`src/rtl/axi4_lite_slave_write.sv`:
```
// AXI4-Lite write-channel responder fronting a word-addressed memory port.
// AW and W are collected independently, the address is range/alignment
// checked once both are held, a single memory write is issued, and a B
// response is returned. Only one write is outstanding at a time.
module axi4_lite_slave_write #(
  parameter int                        AXI_ADDR_WIDTH = 64,
  parameter int                        AXI_DATA_WIDTH = 32,
  parameter logic [AXI_ADDR_WIDTH-1:0] BASE_ADDR      = '0,
  parameter int                        MEM_SIZE       = 4096
) (
  input  logic                          clk_i,
  input  logic                          arst_i,
  input  logic                          AW_VALID,
  output logic                          AW_READY,
  input  logic [AXI_ADDR_WIDTH-1:0]     AW_ADDR,
  input  logic [2:0]                    AW_PROT,
  input  logic                          W_VALID,
  output logic                          W_READY,
  input  logic [AXI_DATA_WIDTH-1:0]     W_DATA,
  input  logic [AXI_DATA_WIDTH/8-1:0]   W_STRB,
  output logic                          B_VALID,
  input  logic                          B_READY,
  output logic [1:0]                    B_RESP,
  output logic                          mem_we_o,
  output logic [AXI_ADDR_WIDTH-1:0]     mem_addr_o,
  output logic [AXI_DATA_WIDTH-1:0]     mem_data_o,
  output logic [AXI_DATA_WIDTH/8-1:0]   mem_strb_o,
  input  logic                          mem_ack_i
);

  localparam int STRB_W = AXI_DATA_WIDTH / 8;
  localparam logic [AXI_ADDR_WIDTH-1:0] SIZE_A     = AXI_ADDR_WIDTH'(MEM_SIZE);
  localparam logic [AXI_ADDR_WIDTH-1:0] ALIGN_MASK = AXI_ADDR_WIDTH'(STRB_W - 1);

  localparam logic [1:0] S_IDLE = 2'd0;
  localparam logic [1:0] S_MEM  = 2'd1;
  localparam logic [1:0] S_RESP = 2'd2;

  localparam logic [1:0] RESP_OKAY   = 2'b00;
  localparam logic [1:0] RESP_SLVERR = 2'b10;

  logic [1:0]                state_q, state_d;
  logic [1:0]                resp_q, resp_d;
  logic                      aw_full, w_full;
  logic [AXI_ADDR_WIDTH-1:0] addr_q;
  logic [AXI_DATA_WIDTH-1:0] data_q;
  logic [STRB_W-1:0]         strb_q;

  logic                      aw_hs, w_hs, b_hs;
  logic                      have_aw, have_w;
  logic [AXI_ADDR_WIDTH-1:0] eval_addr;
  logic                      unused_prot;

  // Window check: no wraparound because the subtraction only happens once
  // the address is known to be at or above the base.
  function automatic logic addr_ok(input logic [AXI_ADDR_WIDTH-1:0] a);
    return (a >= BASE_ADDR) && ((a - BASE_ADDR) < SIZE_A) && ((a & ALIGN_MASK) == '0);
  endfunction

  assign unused_prot = ^AW_PROT;

  assign AW_READY = ~arst_i & (state_q == S_IDLE) & ~aw_full;
  assign W_READY  = ~arst_i & (state_q == S_IDLE) & ~w_full;
  assign B_VALID  = ~arst_i & (state_q == S_RESP);
  assign mem_we_o = ~arst_i & (state_q == S_MEM);
  assign B_RESP   = resp_q;

  assign mem_addr_o = addr_q - BASE_ADDR;
  assign mem_data_o = data_q;
  assign mem_strb_o = strb_q;

  assign aw_hs   = AW_VALID & AW_READY;
  assign w_hs    = W_VALID & W_READY;
  assign b_hs    = B_VALID & B_READY;
  assign have_aw = aw_full | aw_hs;
  assign have_w  = w_full | w_hs;
  // A same-cycle AW handshake has not reached addr_q yet, so check the bus.
  assign eval_addr = aw_hs ? AW_ADDR : addr_q;

  // Next-state and response selection.
  always_comb begin
    state_d = state_q;
    resp_d  = resp_q;
    case (state_q)
      S_IDLE: begin
        if (have_aw && have_w) begin
          if (addr_ok(eval_addr)) begin
            state_d = S_MEM;
          end else begin
            state_d = S_RESP;
            resp_d  = RESP_SLVERR;
          end
        end
      end
      S_MEM: begin
        if (mem_ack_i) begin
          state_d = S_RESP;
          resp_d  = RESP_OKAY;
        end
      end
      S_RESP: begin
        if (B_READY) state_d = S_IDLE;
      end
      default: state_d = S_IDLE;
    endcase
  end

  // State, capture flags and holding registers.
  always_ff @(posedge clk_i) begin
    if (arst_i) begin
      state_q <= S_IDLE;
      resp_q  <= RESP_OKAY;
      aw_full <= 1'b0;
      w_full  <= 1'b0;
      addr_q  <= '0;
      data_q  <= '0;
      strb_q  <= '0;
    end else begin
      state_q <= state_d;
      resp_q  <= resp_d;
      if (b_hs) begin
        aw_full <= 1'b0;
        w_full  <= 1'b0;
      end else begin
        if (aw_hs) aw_full <= 1'b1;
        if (w_hs)  w_full  <= 1'b1;
      end
      if (aw_hs) addr_q <= AW_ADDR;
      if (w_hs) begin
        data_q <= W_DATA;
        strb_q <= W_STRB;
      end
    end
  end

endmodule

```
`config.mk`:
```
export PLATFORM = sky130hd
export DESIGN_NAME = axi4_lite_slave_write
export DESIGN_NICKNAME = d
export VERILOG_FILES = /design/src/rtl/axi4_lite_slave_write.sv
export SDC_FILE = /design/constraint.sdc
export NUM_CORES = 1
export LEC_CHECK = 0
export CAP_MARGIN = 0
export CORE_MARGIN = 4
export CORE_UTILIZATION = 39
export DETAILED_ROUTE_END_ITERATION = 8
export PLACE_DENSITY = 0.86
export SETUP_SLACK_MARGIN = 0.2
export SLEW_MARGIN = 20
export SYNTH_ARGS = -nofsm -noshare
export SYNTH_HDL_FRONTEND = slang
export SYNTH_SLANG_ARGS = --single-unit
export TNS_END_PERCENT = 5
```
`constraint.sdc`:
```
create_clock -name clk_i -period 2.4 [get_ports clk_i]
set_input_delay 0.48 -clock clk_i [delete_from_list [all_inputs] [get_ports clk_i]]
set_output_delay 0.48 -clock clk_i [all_outputs]
set_load 0.005 [all_outputs]
```
==> metrics.log <==
[metrics] Site Rows: 36
[metrics] top-level I/O count: ~220
[metrics] Via Count: roughly 4300
[metrics] share of synthesized flip-flops with an asynchronous set or reset: 0%
[metrics] initial antenna violation count: 0
[metrics] routability congestion estimate from global placement: approximately 0.8
[metrics] Post-Place Setup Slack: -306 ps
[metrics] Top delay family on crit path: simple AND/OR/NAND/NOR gates
[metrics] critical path type: in -> reg
[metrics] worst skew pair latency: approximately 360 ps
[metrics] final-report setup violation count: 0
[metrics] crit path buf inv count: 3
[metrics] clk slew on worst S/H paths: roughly 90 ps
[metrics] die area: ~12000 sq um
[metrics] number of placed instances with taps included: approximately 850
[metrics] clock tree from TritonCTS: done
[metrics] post-synthesis instance total: 516
[metrics] number of DRC markers after the initial detailed-route iteration: around 320
[metrics] Pleak: 0.00226 uW
[metrics] R2R cell count: 5
[metrics] first drt pass iteration count: 5
[metrics] H-tree level count: 3
[metrics] ordered list of cells on the worst path: clkdlybuf4s50_1 -> nor4_1 -> buf_4 -> nand4_1 -> nor4_1 -> buf_4 -> nor4_1 -> mux2_1
[metrics] DRT Wirelength: ~13000 um
[metrics] Chip Height: ~110 um
[metrics] largest driver fanout on the critical path: 2
[metrics] maximum number of buffers from clock root to sink: 2
[metrics] via density per instance: roughly 5
[metrics] relative max-transition margin: roughly 61%
[metrics] horizontal die dimension: between 100 and 150 um
[metrics] kind of launch point of the worst setup path: primary input
[metrics] Synth-to-Final Area Change: 60.4%
[metrics] FF+latch area: around 2100 sq um
[metrics] peak supply drop: approximately 380 uV
[metrics] routed wirelength normalized by instance count: 15.6 um
[metrics] half-perimeter wire length after placement: a little over 10000 um
[metrics] net count of the finished layout: ~830
[metrics] cell count along the critical path: 8
[metrics] overall power of the completed layout: just under 5000 uW
[metrics] drt drc: 0
[metrics] share of the yosys chip area belonging to registers: between 50% and 60%
[metrics] power density cells: 746 nW/um^2
[metrics] Worst path slowest cell: sky130_fd_sc_hd__clkdlybuf4s50_1
[metrics] worst-case register-to-register setup slack: roughly 400 ps
[metrics] total gr overflow: 0
[metrics] worst clock skew: a little under 20 ps
[metrics] number of nets with antenna violations after routing: 0
[metrics] count of endpoints failing hold in the final timing report: 0
[metrics] Cells on Worst Hold Path: 2
[metrics] buffer type at the clock tree root: sky130_fd_sc_hd__clkbuf_8
[metrics] number of enable flip-flop cells after synthesis: 0
[metrics] overall track demand over capacity in global routing: between 20% and 30%
[metrics] number of violations of the max-capacitance limit: 0
[metrics] slew of the pin with the lowest slew margin: 583 ps
[metrics] number of warnings printed during yosys synthesis: 0
[metrics] Final Hold Slack: about 460 ps
[metrics] placeable core region: 9910 sq um
[metrics] unrepaired setup endpoints after global routing: yes
[metrics] number of buffers created by CTS: 9
[metrics] crit path time final: ~2200 ps
[metrics] global-route wire length before repair: between 20000 and 25000 um
[metrics] fraction of the core area covered by cells at the end of the flow: approximately two thirds
[metrics] Avg Cell Area, Syn: slightly below 8 sq um
[metrics] Final Slew Violations: 0
[metrics] count of placed standard cells in the final layout, fillers left out: approximately 860
[metrics] Min-Delay Path Class: reg -> reg
[metrics] number of global-route vias before repair: 4179
[metrics] slowest stage delay, CP: 440 ps
[metrics] library cells used by synthesis: 28
[metrics] kind of capture point of the worst setup path: flip-flop
[metrics] Seq cells post-synth: about 110
[metrics] mapped cell area: 4030 sq um
[metrics] I/O Buffers: 210
[metrics] layout cell share with drive strength beyond 1: 5.77%
[metrics] worst-case setup margin in the final layout: ~190 ps
[metrics] pin count of the biggest net entering global routing: 43
[metrics] Max Fclk: 452 MHz
[metrics] result of the run: finished, final reports clean
[metrics] net count of the mapped netlist: ~630
[metrics] Initial Util: 40.6%
[metrics] share of the clock period used by the worst path: between 90% and 100%
[metrics] antenna fix cells: 0
[metrics] filler cell count in the final layout: ~830
[metrics] Top FF cell, synth: sky130_fd_sc_hd__dfxtp_1
[metrics] sinks on the clock net: roughly 110
[metrics] CP required: between 2000 and 3000 ps
[metrics] area of combinational cells with multiple inputs: between 1500 and 2000 sq um
[metrics] Critical Path AT: roughly 2500 ps
[metrics] cell repeated most along the worst path: sky130_fd_sc_hd__nor4_1
## cells in the mapped netlist (2+ instances only)
master                     number  area (sq um)
sky130_fd_sc_hd__buf_4          2          15.0
sky130_fd_sc_hd__buf_6          9           101
sky130_fd_sc_hd__clkbuf_1      18          67.6
sky130_fd_sc_hd__buf_1          3          11.3
sky130_fd_sc_hd__nand4_1        7          43.8
sky130_fd_sc_hd__o311ai_1       2          17.5
sky130_fd_sc_hd__a21oi_1      106           531
sky130_fd_sc_hd__dfxtp_1      105          2100
sky130_fd_sc_hd__nor2b_1        2          12.5
sky130_fd_sc_hd__nand2_1      205           769
sky130_fd_sc_hd__inv_1          3          11.3
sky130_fd_sc_hd__nor4_1        29           181
sky130_fd_sc_hd__nor2_1        10          37.5
## layout by cell type (no fill, tap or decap), drive strengths merged
| cell | n |
|---|---|
| nor2b | 2 |
| clkdlybuf4s50 | 207 |
| nor4 | 30 |
| nand4 | 7 |
| o311ai | 2 |
| clkinvlp | 1 |
| dlygate4sd2 | 1 |
| dlymetal6s2s | 1 |
| or3 | 1 |
| conb | 1 |
| mux2 | 1 |
| inv | 3 |
| and3b | 1 |
| o21ai | 1 |
| o22ai | 1 |
| buf | 20 |
| bufinv | 1 |
| nand2 | 205 |
| clkinv | 2 |
| dfxtp | 105 |
| and2 | 1 |
| a221oi | 1 |
| clkbuf | 12 |
| o31a | 1 |
| nor3 | 3 |
| nor2 | 11 |
| a21oi | 106 |
## repair_timing
action                                  CTS  global route
pin swaps                                 0             0
resized for setup                         2             1
setup buffers                             0             0
hold buffers                              0             0
gates cloned                              0             0
endpoints found under the setup margin    5             5
## cell type report
class / count / area share, %
Inverter: 3 / 0.174
Sequential cell: 105 / 32.6
Timing Repair Buffer: 229 / 34.9
Clock inverter: 4 / 0.794
Multi-Input combinational cell: 375 / 26.6
Tap cell: 133 / 2.58
Clock buffer: 12 / 2.40
## per-layer routing
metal	track usage (%)	part of all wire (%)	vias to the layer above
met5	0	0	-
met4	4.54	0.78	0
met3	7.34	11	7
met2	40.0	50	185
met1	25.0	38	1995
li1	-	-	2140
## power by group
group          switching (uW)  internal (uW)  total, uW  leakage, uW
clock                     576            541       1120     0.000103
combinational             755            812       1570      0.00130
sequential                171           1960       2130     0.000855
total                    1500           3320       4820      0.00226
## worst reg2reg max path, stage by stage (launching register included)
cell	delay, ps
sky130_fd_sc_hd__dfxtp_1	340
sky130_fd_sc_hd__nor4_1	550
sky130_fd_sc_hd__o311ai_1	240
sky130_fd_sc_hd__nor4_2	350
sky130_fd_sc_hd__nor4_1	100
sky130_fd_sc_hd__mux2_1	310
## cell families (layout without fill, tap and decap cells)
kind of cell	count (synthesis)	count (layout)	share of synthesized area, %
AO/OA/AOI/OAI	112	112	14.3
flip-flops	105	105	52.2
buffers and inverters	36	248	5.25
AND/OR/NAND/NOR	261	261	27.8
other	1	1	0.0931
multiplexers	1	1	0.280
## per-stage QoR
stage | cell area [sq um] | TNS [ps]
after floorplan | 4030 | 0
after CTS | 6460 | 0
final | 6460 | 0
after detailed placement | 6250 | -671
after global placement | 6250 | -589
after global routing | 6460 | 0
## flip-flops by register name, summed over array words and instances (netlist names)
| register | flops |
|---|---|
| B_RESP | 1 |
| addr_q | 64 |
| aw_full | 1 |
| mem_data_o | 32 |
| mem_strb_o | 4 |
| state_q | 2 |
| w_full | 1 |
## final timing paths
path                           startpoint                       to
setup / recovery              AW_ADDR[46]   B_RESP[1]$_SDFFE_PP0P_
hold / removal    addr_q[11]$_SDFFE_PP0N_  addr_q[11]$_SDFFE_PP0N_
setup reg to reg    addr_q[25]$_SDFF_PP0_   B_RESP[1]$_SDFFE_PP0P_
hold reg to reg   addr_q[11]$_SDFFE_PP0N_  addr_q[11]$_SDFFE_PP0N_
Power figures use the tool's default switching activity.
